==> src/rtl/load_store_unit_pkg.sv <==
// Shared types for the load/store unit: op codes, FSM states,
// data-memory address width and op decode helpers.
package load_store_unit_pkg;

  localparam int DMEM_AW = 8;

  typedef enum logic [3:0] {
    OP_NONE = 4'd0,
    OP_LW   = 4'd1,
    OP_LH   = 4'd2,
    OP_LHU  = 4'd3,
    OP_LB   = 4'd4,
    OP_LBU  = 4'd5,
    OP_SW   = 4'd6,
    OP_SH   = 4'd7,
    OP_SB   = 4'd8
  } lsu_op_e;

  typedef enum logic {
    S_IDLE = 1'b0,
    S_RMW  = 1'b1
  } lsu_state_e;

  function automatic lsu_op_e op_decode(logic [3:0] raw);
    return (raw > 4'd8) ? OP_NONE : lsu_op_e'(raw);
  endfunction

  // Offset bits that must be zero for the access size.
  function automatic logic [1:0] op_mask(lsu_op_e op);
    case (op)
      OP_LW, OP_SW:         return 2'b11;
      OP_LH, OP_LHU, OP_SH: return 2'b01;
      default:              return 2'b00;
    endcase
  endfunction

endpackage

==> src/rtl/load_store_unit_if.sv <==
// Execute-stage request channel into the load/store unit
// (valid/ready handshake plus request payload).
interface load_store_unit_if;
  logic        ex_valid;
  logic        ex_ready;
  logic [3:0]  ex_op;
  logic [31:0] ex_addr;
  logic [31:0] ex_wdata;
  logic [4:0]  ex_rd;

  modport master (
    output ex_valid, ex_op, ex_addr,
    output ex_wdata, ex_rd,
    input  ex_ready
  );

  modport slave (
    input  ex_valid, ex_op, ex_addr,
    input  ex_wdata, ex_rd,
    output ex_ready
  );
endinterface

==> src/rtl/load_store_unit_lane_align.sv <==
// Byte/halfword lane logic: load extract with sign/zero
// extension, and sub-word store merge into a memory word.
module lsu_lane_align
  import load_store_unit_pkg::*;
(
  input  lsu_op_e     op,
  input  logic [1:0]  off,
  input  logic [31:0] word,
  input  logic [15:0] data,
  output logic [31:0] load_data,
  output logic [31:0] merge_word
);

  logic [7:0]  b;
  logic [15:0] h;

  always_comb begin
    b = word[{off, 3'b000} +: 8];
    h = word[{off[1], 4'b0000} +: 16];
    load_data  = word;
    merge_word = word;
    unique case (1'b1)
      (op == OP_LH):  load_data = {{16{h[15]}}, h};
      (op == OP_LHU): load_data = {16'h0000, h};
      (op == OP_LB):  load_data = {{24{b[7]}}, b};
      (op == OP_LBU): load_data = {24'h000000, b};
      (op == OP_SH):
        merge_word[{off[1], 4'b0000} +: 16] = data;
      (op == OP_SB):
        merge_word[{off, 3'b000} +: 8] = data[7:0];
      default: ;
    endcase
  end

endmodule

==> src/rtl/load_store_unit.sv <==
// Load/store unit: 1-cycle loads, single-cycle SW, 2-cycle SH/SB RMW.
// Misaligned accesses trap when LSU_MISALIGN_TRAP_EN is defined.
module load_store_unit
  import load_store_unit_pkg::*;
(
  input  logic               clk,
  input  logic               resetn,
  load_store_unit_if.slave   ex,
  output logic               wb_valid,
  output logic [4:0]         wb_rd,
  output logic [31:0]        wb_data,
  output logic               misalign_err,
  output logic [DMEM_AW-1:0] dmem_addr,
  output logic [31:0]        dmem_wdata,
  output logic               dmem_wen,
  input  logic [31:0]        dmem_rdata
);

  lsu_state_e         state_q, state_d;
  lsu_op_e            op;
  logic [1:0]         off;
  logic               mis, rdy, acc;
  logic               is_load, is_sub;
  logic [DMEM_AW-1:0] addr_q;
  logic [31:0]        merged_q;
  logic [31:0]        load_data, merge_word;
  logic               unused_hi;

  assign unused_hi = ^ex.ex_addr[31:DMEM_AW];

  assign op  = op_decode(ex.ex_op);
  assign off = ex.ex_addr[1:0] & ~op_mask(op);

`ifdef LSU_MISALIGN_TRAP_EN
  assign mis = |(ex.ex_addr[1:0] & op_mask(op));
`else
  assign mis = 1'b0;
`endif

  assign rdy         = resetn && (state_q == S_IDLE);
  assign ex.ex_ready = rdy;
  assign acc         = ex.ex_valid && rdy;

  assign is_load = (op == OP_LW)  || (op == OP_LH) ||
                   (op == OP_LHU) || (op == OP_LB) ||
                   (op == OP_LBU);
  assign is_sub  = (op == OP_SH) || (op == OP_SB);

  lsu_lane_align u_align (
    .op         (op),
    .off        (off),
    .word       (dmem_rdata),
    .data       (ex.ex_wdata[15:0]),
    .load_data  (load_data),
    .merge_word (merge_word)
  );

  always_comb begin
    state_d    = state_q;
    dmem_wen   = 1'b0;
    dmem_addr  = {ex.ex_addr[DMEM_AW-1:2], 2'b00};
    dmem_wdata = ex.ex_wdata;
    unique case (state_q)
      S_IDLE: begin
        if (acc && !mis) begin
          if (op == OP_SW) dmem_wen = 1'b1;
          if (is_sub)      state_d  = S_RMW;
        end
      end
      S_RMW: begin
        dmem_addr  = addr_q;
        dmem_wdata = merged_q;
        // A reset landing here drops the pending write.
        dmem_wen   = resetn;
        state_d    = S_IDLE;
      end
      default: state_d = S_IDLE;
    endcase
  end

  always_ff @(posedge clk) begin
    if (!resetn) begin
      state_q  <= S_IDLE;
      addr_q   <= '0;
      merged_q <= '0;
      wb_valid <= 1'b0;
      wb_rd    <= '0;
      wb_data  <= '0;
    end else begin
      state_q  <= state_d;
      wb_valid <= acc && is_load && !mis;
      if (acc && is_load && !mis) begin
        wb_rd   <= ex.ex_rd;
        wb_data <= load_data;
      end
      if (acc && is_sub && !mis) begin
        addr_q   <= {ex.ex_addr[DMEM_AW-1:2], 2'b00};
        merged_q <= merge_word;
      end
    end
  end

`ifdef LSU_MISALIGN_TRAP_EN
  always_ff @(posedge clk) begin
    if (!resetn) misalign_err <= 1'b0;
    else         misalign_err <= acc && mis;
  end
`else
  assign misalign_err = 1'b0;
`endif

endmodule

==> src/flat_wrapper.sv <==
// flat-port wrapper written by rule: the top's interface ports become plain ports
module load_store_unit_flat import load_store_unit_pkg::*;
  (clk, resetn, wb_valid, wb_rd, wb_data, misalign_err, dmem_addr, dmem_wdata, dmem_wen, dmem_rdata, ex_ex_valid, ex_ex_op, ex_ex_addr, ex_ex_wdata, ex_ex_rd, ex_ex_ready);
  load_store_unit_if ex_i ();
  input  logic clk;
  input  logic resetn;
  output logic wb_valid;
  output logic [4:0] wb_rd;
  output logic [31:0] wb_data;
  output logic misalign_err;
  output logic [DMEM_AW-1:0] dmem_addr;
  output logic [31:0] dmem_wdata;
  output logic dmem_wen;
  input  logic [31:0] dmem_rdata;
  input wire logic [$bits(ex_i.ex_valid)-1:0] ex_ex_valid;
  input wire logic [$bits(ex_i.ex_op)-1:0] ex_ex_op;
  input wire logic [$bits(ex_i.ex_addr)-1:0] ex_ex_addr;
  input wire logic [$bits(ex_i.ex_wdata)-1:0] ex_ex_wdata;
  input wire logic [$bits(ex_i.ex_rd)-1:0] ex_ex_rd;
  output wire logic [$bits(ex_i.ex_ready)-1:0] ex_ex_ready;
  assign ex_i.ex_valid = ex_ex_valid;
  assign ex_i.ex_op = ex_ex_op;
  assign ex_i.ex_addr = ex_ex_addr;
  assign ex_i.ex_wdata = ex_ex_wdata;
  assign ex_i.ex_rd = ex_ex_rd;
  assign ex_ex_ready = ex_i.ex_ready;
  load_store_unit u_core (.clk(clk), .resetn(resetn), .ex(ex_i), .wb_valid(wb_valid), .wb_rd(wb_rd), .wb_data(wb_data), .misalign_err(misalign_err), .dmem_addr(dmem_addr), .dmem_wdata(dmem_wdata), .dmem_wen(dmem_wen), .dmem_rdata(dmem_rdata));
endmodule
==> config.mk <==
export PLATFORM = sky130hd
export DESIGN_NAME = load_store_unit_flat
export DESIGN_NICKNAME = d
export VERILOG_FILES = /design/src/rtl/load_store_unit_pkg.sv /design/src/rtl/load_store_unit_if.sv /design/src/rtl/load_store_unit_lane_align.sv /design/src/rtl/load_store_unit.sv /design/src/flat_wrapper.sv
export SDC_FILE = /design/constraint.sdc
export NUM_CORES = 1
export LEC_CHECK = 0
export CAP_MARGIN = 5
export CELL_PAD_IN_SITES_DETAIL_PLACEMENT = 0
export CELL_PAD_IN_SITES_GLOBAL_PLACEMENT = 1
export CORE_MARGIN = 3
export CORE_UTILIZATION = 33
export DETAILED_ROUTE_END_ITERATION = 12
export PLACE_DENSITY = 0.81
export SLEW_MARGIN = 20
export SYNTH_ARGS = -nofsm -noshare
export SYNTH_HDL_FRONTEND = slang
export SYNTH_SLANG_ARGS = --single-unit
==> constraint.sdc <==
create_clock -name clk -period 4.4 [get_ports clk]
set_clock_uncertainty 0.05 [all_clocks]
set_input_delay 1.1 -clock clk [delete_from_list [all_inputs] [get_ports clk]]
set_output_delay 1.1 -clock clk [all_outputs]
set_load 0.005 [all_outputs]
==> results.json, run 1 <==
{
  "outcome": "finished clean",
  "seq_area_sq_mm": 0.001543,
  "yosysWarnings": 0,
  "drc": 0,
  "path_buf_inv": 2,
  "grt_pass1_wl_um": 32480,
  "cts_tree": "done",
  "gp_congestion": 0.8940,
  "path_clk_slew_ns": 0.06,
  "dp_hpwl_um": 15280,
  "htreeDepth": 3,
  "setup-tns-final_ns": 0,
  "grt_usage": 0.2297,
  "synth_edf_count": 0,
  "max_freq_ghz": 0.2502,
  "n_antenna_cell": 0,
  "fp.dieW_um": 133.3,
  "async_flop_share": 0,
  "ys_types": 68,
  "post_cts.repair.setup_buffers": 0,
  "clockBufferDepth": 2,
  "path_max_fanout": 7,
  "finalHoldViolations": 0,
  "cts_buffers": 9,
  "grt_max_degree": 46,
  "synth-seq-cells": 77,
  "startpoint_type": "primary input",
  "postSynthAreaPerCell_sq_um": 8.261,
  "crit_family": "buffers and inverters",
  "crit_chain": "clkdlybuf4s50_1 > and4bb_2 > a21oi_1 > nor2_1 > clkdlybuf4s50_1",
  "antenna_found_initial": 0,
  "hp-start": "u_core.addr_q[6]",
  "criticalPathCategory": "primary input to output pin",
  "nFillCells": 1547,
  "dr.pass1.iters": 6,
  "rrSetupSlack_ns": 1.99,
  "setup_viol": 0,
  "vias": 5932,
  "maxSlewViolCount": 0,
  "area_delta_synth_final_pct": 37.71,
  "layout_commonest_cell": "clkdlybuf4s50_1",
  "cp.required_ns": 3.25,
  "holdCritPathClass": "flop to flop",
  "yosysTopAreaCell": "dfxtp_1",
  "core_area_sq_mm": 0.01554,
  "viasPerCell": 5.974,
  "drive_gt1_frac": 0.1432,
  "die-area_sq_mm": 0.01776,
  "fin_nets": 888,
  "synth-main-ff-cell": "dfxtp_1",
  "crit_path_end_kind": "output pin",
  "slew_headroom": 0.3421,
  "timing.final.crit_period_ns": 3.997,
  "wl_um": 21140,
  "root_buffer": "clkbuf_16",
  "ys_top_cells_by_area": "dfxtp_1, mux2_2, a221oi_1",
  "avgRoutedWirePerCell_um": 21.29,
  "clk_latency_ns": 0.35,
  "cts_hold_buf": 0,
  "port_buffers": 161,
  "io_pins": 189,
  "min_period_over_period": 0.9085,
  "cpPeakStageDelay_ns": 0.53,
  "multi_input_comb_area_sq_mm": 0.003417,
  "syn_area_sq_mm": 0.005345,
  "rsz0062_at_grt": "no",
  "critPathMostFrequentCell": "clkdlybuf4s50_1",
  "cts_resized": 0,
  "cts.sinks": 77,
  "drt_iter0_drc": 699,
  "synth_top_area_frac": 0.2884,
  "postRouteAntennaNets": 0,
  "ir_worst_vdd_v": 0.0001784,
  "p_per_area_mw_per_mm2": 260.0,
  "initial_core_util": 0.3440,
  "critical-path-slowest-cell": "clkdlybuf4s50_1",
  "die_h_um": 133.3,
  "drv_cap": 0,
  "critPathLaunch": "ex_ex_op[3]",
  "cp.arrival_ns": 2.85,
  "r2r-start": "u_core.state_q",
  "gr-total-overflow": 0,
  "rows": 45,
  "final_cell_mix": "clkdlybuf4s50_1, dfxtp_1, nand2_1",
  "final_util": 0.4737,
  "syn_inst": 647,
  "tightest_slew_ns": 0.9869,
  "p_leak_nw": 2.543,
  "yosysSeqAreaShare": 0.2884,
  "grt_pass1_vias": 5587
}
[flip-flops by register name (all words and copies together), names as in the netlist]
name and count:
u_core.addr_q 6, u_core.merged_q 32, u_core.state_q 1, u_core.wb_data 32, u_core.wb_rd 5, u_core.wb_valid 1
[power breakdown]
group          internal (mW)  switching [mW]  leakage, nW  total [mW]
Clock                  0.400           0.321        0.135       0.721
Combinational          0.226           0.228         1.78       0.455
Sequential             0.722          0.0164        0.625       0.738
Total                   1.35           0.566         2.54        1.91
[cells in the mapped netlist (5+ instances only)]
cell type / number
a2bb2oi_1: 8
nor2b_1: 10
and3_1: 7
dfxtp_1: 77
a31oi_1: 23
buf_1: 7
buf_4: 9
a211oi_1: 18
a41oi_1: 5
nand4_1: 11
a221oi_1: 30
or4_1: 8
mux2_4: 9
nand2_1: 67
and4_1: 6
mux2_2: 39
o21ai_0: 51
a22oi_1: 25
a21oi_1: 50
buf_2: 21
o211ai_1: 15
clkbuf_1: 30
nand3_1: 17
nor2_1: 18
nand3b_1: 7
mux2i_1: 13
[worst paths after layout]
| path | to | cells after the start |
|---|---|---|
| hold reg to reg | u_core.addr_q[6] | 2 |
| setup reg to reg | u_core.wb_data[20] | 6 |
| hold / removal | u_core.addr_q[6] | 2 |
| setup / recovery | dmem_wen | 5 |
[logic make-up (layout without fill, tap and decap cells)]
logic type / after synthesis / after routing / share of synthesized area
other cells: 1 / 3 / 0.0007016
xor+xnor: 2 / 2 / 0.003278
fa+ha+maj: 3 / 3 / 0.007023
buf+inv: 81 / 214 / 0.07373
mux: 62 / 62 / 0.1360
simple gates: 176 / 176 / 0.1866
flops: 77 / 77 / 0.2884
compound gates: 245 / 245 / 0.3043
[routing by layer]
metal  GRT usage  share of wire  wire length (um)  vias to the layer above
met3     0.05589          0.091              1931                       23
met1      0.3054           0.43              9028                     2866
met4     0.06286          0.020               415                        0
li1            -              -                 -                     2751
met2      0.3727           0.46              9764                      292
met5           0              0                 0                        -
[worst reg2reg max path: stages (launching register included)]
cell      delay [ns]
dfxtp_2         0.62
and3b_1         0.45
nand3_1         0.15
inv_2           0.47
buf_4           0.27
o211ai_1        0.10
a22oi_1         0.21
[cell type report]
| type | count | share of cell area |
|---|---|---|
| inverters | 10 | 0.005099 |
| well taps | 211 | 0.03587 |
| repair buffers | 188 | 0.2465 |
| clock buffers | 10 | 0.03247 |
| flip-flops and latches | 77 | 0.2096 |
| clock inverters | 6 | 0.006289 |
| multi-input cells | 491 | 0.4642 |
[stage by stage]
stage	hold slack, ns	setup slack [ns]	cells	total power [mW]	instance area, sq um
floorplan	0.3829	0.7601	649	0.9542	5353
global placement	0.3887	0.3008	977	1.197	7076
detailed placement	0.3939	0.2980	977	1.202	7076
CTS	0.4028	0.4115	993	1.927	7361
global route	0.4300	0.3586	993	1.989	7361
finish	0.4016	0.4027	993	1.914	7361
Power figures use the tool's default switching activity.
==> run 2, diff against run 1 <==
--- a/config.mk
+++ b/config.mk
@@ -9,9 +9,9 @@
 export CELL_PAD_IN_SITES_DETAIL_PLACEMENT = 0
 export CELL_PAD_IN_SITES_GLOBAL_PLACEMENT = 1
 export CORE_MARGIN = 3
-export CORE_UTILIZATION = 33
+export CORE_UTILIZATION = 29
 export DETAILED_ROUTE_END_ITERATION = 12
-export PLACE_DENSITY = 0.81
+export PLACE_DENSITY = 0.73
 export SLEW_MARGIN = 20
 export SYNTH_ARGS = -nofsm -noshare
 export SYNTH_HDL_FRONTEND = slang
==> run 2 against run 1 <==
Against the previous run:
- sequential share of layout area barely moved
- critical endpoint unchanged
- total power grew 4.2%
- highest routed layer unchanged
- via count decreased by 0.64%
- final cell count grew 1.3%
- utilization down 6.5 points
==> results.json, run 2 (synthesized netlist as in run 1, its figures left out) <==
{
  "cts_buffers": 9,
  "worstReg2RegEnd": "u_core.wb_data[20]",
  "fin_nets": 883,
  "setup-tns-final_ns": 0,
  "cp.required_ns": 3.25,
  "dr.pass1.iters": 5,
  "root_buffer": "clkbuf_16",
  "drc": 0,
  "initial_core_util": 0.2965,
  "final_area_sq_mm": 0.007373,
  "viasPerCell": 5.859,
  "switchingPower_mw": 0.5645,
  "p_leak_nw": 2.536,
  "ir_worst_vdd_v": 0.0001819,
  "largest_registers": "u_core.merged_q x32, u_core.wb_data x32, u_core.addr_q x6",
  "timing.final.crit_period_ns": 4.097,
  "gp_congestion": 0.8703,
  "wl_met1_um": 10250,
  "slew_headroom": 0.3180,
  "clockBufferDepth": 2,
  "nFillCells": 1846,
  "criticalPathCategory": "primary input to output pin",
  "setup_viol": 0,
  "final_util": 0.4091,
  "final_cell_mix": "clkdlybuf4s50_1, dfxtp_1, nand2_1",
  "drt_iter0_drc": 448,
  "cpPeakStageDelay_ns": 0.72,
  "cts_hold_buf": 0,
  "multi_input_comb_area_sq_mm": 0.003417,
  "area_delta_synth_final_pct": 37.94,
  "totalPowerFinal_mw": 1.995,
  "final_cells": 1006,
  "startpoint_type": "primary input",
  "post_cts.repair.setup_buffers": 0,
  "drv_cap": 0,
  "dp_cells": 990,
  "power.share.sequential": 0.370,
  "tightest_slew_ns": 1.023,
  "seq_area_sq_mm": 0.001543,
  "finalHoldViolations": 0,
  "critPathMostFrequentCell": "clkdlybuf4s50_1",
  "outcome": "finished clean",
  "grt_max_degree": 45,
  "postRouteAntennaNets": 0,
  "min_period_over_period": 0.9311,
  "whs_endpoint": "u_core.wb_rd[4]",
  "path_max_fanout": 10,
  "crit_family": "buffers and inverters",
  "wl_um": 22690,
  "wl_met2_um": 10490,
  "hp-start": "u_core.wb_rd[4]",
  "rrSetupSlack_ns": 1.90,
  "rows": 49,
  "drive_gt1_frac": 0.1364,
  "vias": 5894,
  "fp.dieW_um": 141.8,
  "n_antenna_cell": 0,
  "dp_hpwl_um": 16060,
  "hold_depth": 2,
  "die-area_sq_mm": 0.02010,
  "p_int_mw": 1.430,
  "clkPwrFrac": 0.400,
  "fin_ws_ns": 0.3031,
  "critical-path-slowest-cell": "clkdlybuf4s50_1",
  "wl_met3_um": 1402,
  "antenna_found_initial": 0,
  "place_ws_ns": 0.2373,
  "avgRoutedWirePerCell_um": 22.55,
  "holdCritPathClass": "flop to flop",
  "layout_commonest_cell": "clkdlybuf4s50_1",
  "timing.hold.ws_ns": 0.4042,
  "clk_latency_ns": 0.34,
  "max_freq_ghz": 0.2441,
  "grt_usage": 0.2204,
  "io_pins": 189,
  "core_area_sq_mm": 0.01802,
  "rsz0062_at_grt": "no",
  "cp.arrival_ns": 2.95,
  "path_buf_inv": 2,
  "die_h_um": 141.8,
  "htreeDepth": 3,
  "grt_pass1_vias": 5743,
  "crit_chain": "clkdlybuf4s50_1 > and4bb_2 > a21oi_1 > nor2_1 > clkdlybuf4s50_1",
  "cts_resized": 0,
  "path_clk_slew_ns": 0.06,
  "port_buffers": 161,
  "sw_frac_of_total": 0.2830,
  "grt_pass1_wl_um": 34360,
  "cts_tree": "done",
  "highest-signal-layer": "met4",
  "placed_area_sq_mm": 0.007061,
  "r2r-start": "u_core.state_q",
  "crit_path_end_kind": "output pin",
  "pwr-share-comb": 0.230,
  "maxSlewViolCount": 0,
  "cts.sinks": 77,
  "r2r_cells": 6,
  "p_per_area_mw_per_mm2": 270.6,
  "gr-total-overflow": 0
}
-- run 2: cell count changes in the layout (fill, tap and decap cells not counted), sizes merged --
cell / change
buf: -5
clkbuf: +3
clkinv: -2
bufinv: +1
clkinvlp: -1
inv: -1
-- run 2: power groups by stage --
stage	Clock, mW	Combinational, mW	Sequential [mW]
floorplan	0	0.206	0.748
global placement	0	0.450	0.753
detailed placement	0	0.453	0.753
CTS	0.811	0.455	0.738
global route	0.837	0.490	0.741
finish	0.799	0.458	0.738
-- run 2: routing by layer --
layer	up-vias	global-route usage
li1	2738	-
met1	2890	0.3032
met2	233	0.3500
met3	33	0.03606
met4	0	0.07576
met5	-	0
-- run 2: worst reg2reg max path, cell delays in order, from the launching register on --
cell      delay (ns)
dfxtp_2         0.62
and3b_1         0.54
nand3_1         0.16
inv_2           0.42
buf_4           0.28
o211ai_1        0.11
a22oi_1         0.22
-- run 2: worst max-delay path by stage --
stage / startpoint / to / slack, ns / cells past startpoint
after global placement: ex_ex_op[2] / u_core.merged_q[18] / 0.34 / 8
final: ex_ex_op[2] / dmem_wen / 0.30 / 5
after detailed placement: ex_ex_op[2] / u_core.merged_q[21] / 0.24 / 8
after global routing: ex_ex_op[2] / dmem_wen / 0.21 / 5
after CTS: ex_ex_op[2] / dmem_wen / 0.32 / 5
after floorplan: ex_ex_op[2] / u_core.merged_q[16] / 0.76 / 10
-- run 2: cell type report --
type,instances,area share
multi-input cells,491,0.4634
repair buffers,183,0.2410
flip-flops and latches,77,0.2092
well taps,229,0.03886
clock buffers,13,0.03665
clock inverters,3,0.005770
inverters,10,0.005091
==> run 3, diff against run 2 <==
--- a/config.mk
+++ b/config.mk
@@ -8,6 +8,7 @@
 export CAP_MARGIN = 5
 export CELL_PAD_IN_SITES_DETAIL_PLACEMENT = 0
 export CELL_PAD_IN_SITES_GLOBAL_PLACEMENT = 1
+export CORE_ASPECT_RATIO = 0.75
 export CORE_MARGIN = 3
 export CORE_UTILIZATION = 29
 export DETAILED_ROUTE_END_ITERATION = 12
==> run 3 against run 2 <==
Against the previous run:
- sequential share of layout area fell by 0.27 points
- hold slack better by 0.0032 ns
- wire length fell by 0.68%
- maximum frequency increased by 1.3%
- non-clock buffer count increased by 6
- clock power is 12% higher
- first-iteration DRC count up 20%
- utilization rose by 0.91 points
- global-route usage shrank 0.14 points
- combinational power rose by 1%
- count of clock-buffer cells in the layout down 2
- design area grew 1.3%
==> results.json, run 3 (synthesized netlist as in run 1, its figures left out) <==
{
  "p_leak_nw": 2.580,
  "path_clk_slew_ns": 0.06,
  "cts_tree": "done",
  "fin_ws_ns": 0.3565,
  "criticalPathCategory": "primary input to output pin",
  "fp.dieW_um": 162.8,
  "min_period_over_period": 0.9190,
  "finalHoldViolations": 0,
  "outcome": "finished clean",
  "n_antenna_cell": 0,
  "max_freq_ghz": 0.2473,
  "cts_hold_buf": 0,
  "gr-total-overflow": 0,
  "placed_area_sq_mm": 0.007122,
  "final_util": 0.4181,
  "clk_latency_ns": 0.34,
  "cts.sinks": 77,
  "port_buffers": 161,
  "worstReg2RegEnd": "u_core.wb_data[16]",
  "nFillCells": 1795,
  "rsz0062_at_grt": "no",
  "whs_endpoint": "u_core.addr_q[6]",
  "viasPerCell": 5.722,
  "r2r_cells": 6,
  "final_area_sq_mm": 0.007471,
  "drc": 0,
  "ir_worst_vdd_v": 0.0001602,
  "holdCritPathClass": "flop to flop",
  "vias": 5865,
  "clockBufferDepth": 2,
  "antenna_found_initial": 0,
  "slew_headroom": 0.3480,
  "r2r-start": "u_core.state_q",
  "die_h_um": 123.6,
  "die-area_sq_mm": 0.02011,
  "avgRoutedWirePerCell_um": 21.98,
  "largest_registers": "u_core.merged_q x32, u_core.wb_data x32, u_core.addr_q x6",
  "startpoint_type": "primary input",
  "postRouteAntennaNets": 0,
  "cts_resized": 0,
  "grt_max_degree": 46,
  "drv_cap": 0,
  "gp_congestion": 0.9261,
  "timing.final.crit_period_ns": 4.044,
  "fin_nets": 889,
  "htreeDepth": 3,
  "tightest_slew_ns": 0.9781,
  "dp_hpwl_um": 16700,
  "grt_pass1_vias": 5666,
  "root_buffer": "clkbuf_16",
  "wl_um": 22530,
  "hp-start": "u_core.addr_q[6]",
  "maxSlewViolCount": 0,
  "drive_gt1_frac": 0.1430,
  "place_ws_ns": 0.2466,
  "grt_usage": 0.2189,
  "p_per_area_mw_per_mm2": 280.9,
  "setup_viol": 0,
  "cp.arrival_ns": 2.89,
  "grt_pass1_wl_um": 33950,
  "drt_iter0_drc": 539,
  "setup-tns-final_ns": 0,
  "post_cts.repair.setup_buffers": 0,
  "area_delta_synth_final_pct": 39.77,
  "initial_core_util": 0.2992,
  "dr.pass1.iters": 6,
  "cts_buffers": 9,
  "final_cell_mix": "clkdlybuf4s50_1, dfxtp_1, nand2_1",
  "rrSetupSlack_ns": 1.98,
  "layout_commonest_cell": "clkdlybuf4s50_1",
  "io_pins": 189,
  "hold_depth": 2,
  "path_max_fanout": 10,
  "rows": 42,
  "core_area_sq_mm": 0.01787,
  "cp.required_ns": 3.25,
  "crit_path_end_kind": "output pin"
}
==> run 3: cell count changes in the layout (fill, tap and decap cells not counted), sizes merged <==
cell,change
buf,+6
bufinv,+2
clkbuf,-2
clkinv,-1
inv,+1
==> run 3: layer usage <==
metal	up-vias	wire (um)	GRT usage
li1	2748	-	-
met1	2797	10640	0.3215
met2	298	9497	0.3148
met3	22	2097	0.05884
met4	0	301	0.05811
met5	-	0	0
==> run 3: area by class of cell <==
class                      count  area (sq um)  share of cell area
multi-input combinational    491          3417              0.4574
timing repair buffer         189          1822              0.2438
clock buffer                  11         242.7             0.03249
inverter                      10         37.54            0.005024
clock inverter                 5         106.4             0.01424
sequential                    77          1543              0.2065
tap                          242         302.8             0.04053
==> run 3: where the power goes <==
| part | switching (mW) | leakage [nW] | internal [mW] |
|---|---|---|---|
| clock network | 0.324 | 0.166 | 0.573 |
| logic | 0.238 | 1.79 | 0.226 |
| registers | 0.0160 | 0.625 | 0.722 |
| total | 0.579 | 2.58 | 1.52 |
==> run 3: worst max path at each step <==
stage	end	cells after the start	from	slack [ns]
after floorplan	u_core.merged_q[16]	10	ex_ex_op[2]	0.76
after global placement	u_core.merged_q[19]	8	ex_ex_op[0]	0.32
after detailed placement	u_core.merged_q[20]	8	ex_ex_op[0]	0.25
after CTS	dmem_wen	5	ex_ex_op[0]	0.36
after global routing	dmem_wen	5	ex_ex_op[0]	0.27
final	dmem_wen	5	ex_ex_op[0]	0.36
==> run 3: worst max-delay path: stages <==
cell	delay, ns
clkdlybuf4s50_1	0.62
and4bb_2	0.44
a21oi_1	0.08
nor2_1	0.13
clkdlybuf4s50_1	0.52
==> run 3: per-stage QoR <==
stage | total power, mW | cells | hold slack, ns
detailed placement | 1.210 | 1009 | 0.3992
finish | 2.099 | 1025 | 0.4074
CTS | 2.114 | 1025 | 0.4078
global placement | 1.205 | 1009 | 0.3903
floorplan | 0.9542 | 649 | 0.3829
global route | 2.173 | 1025 | 0.4225
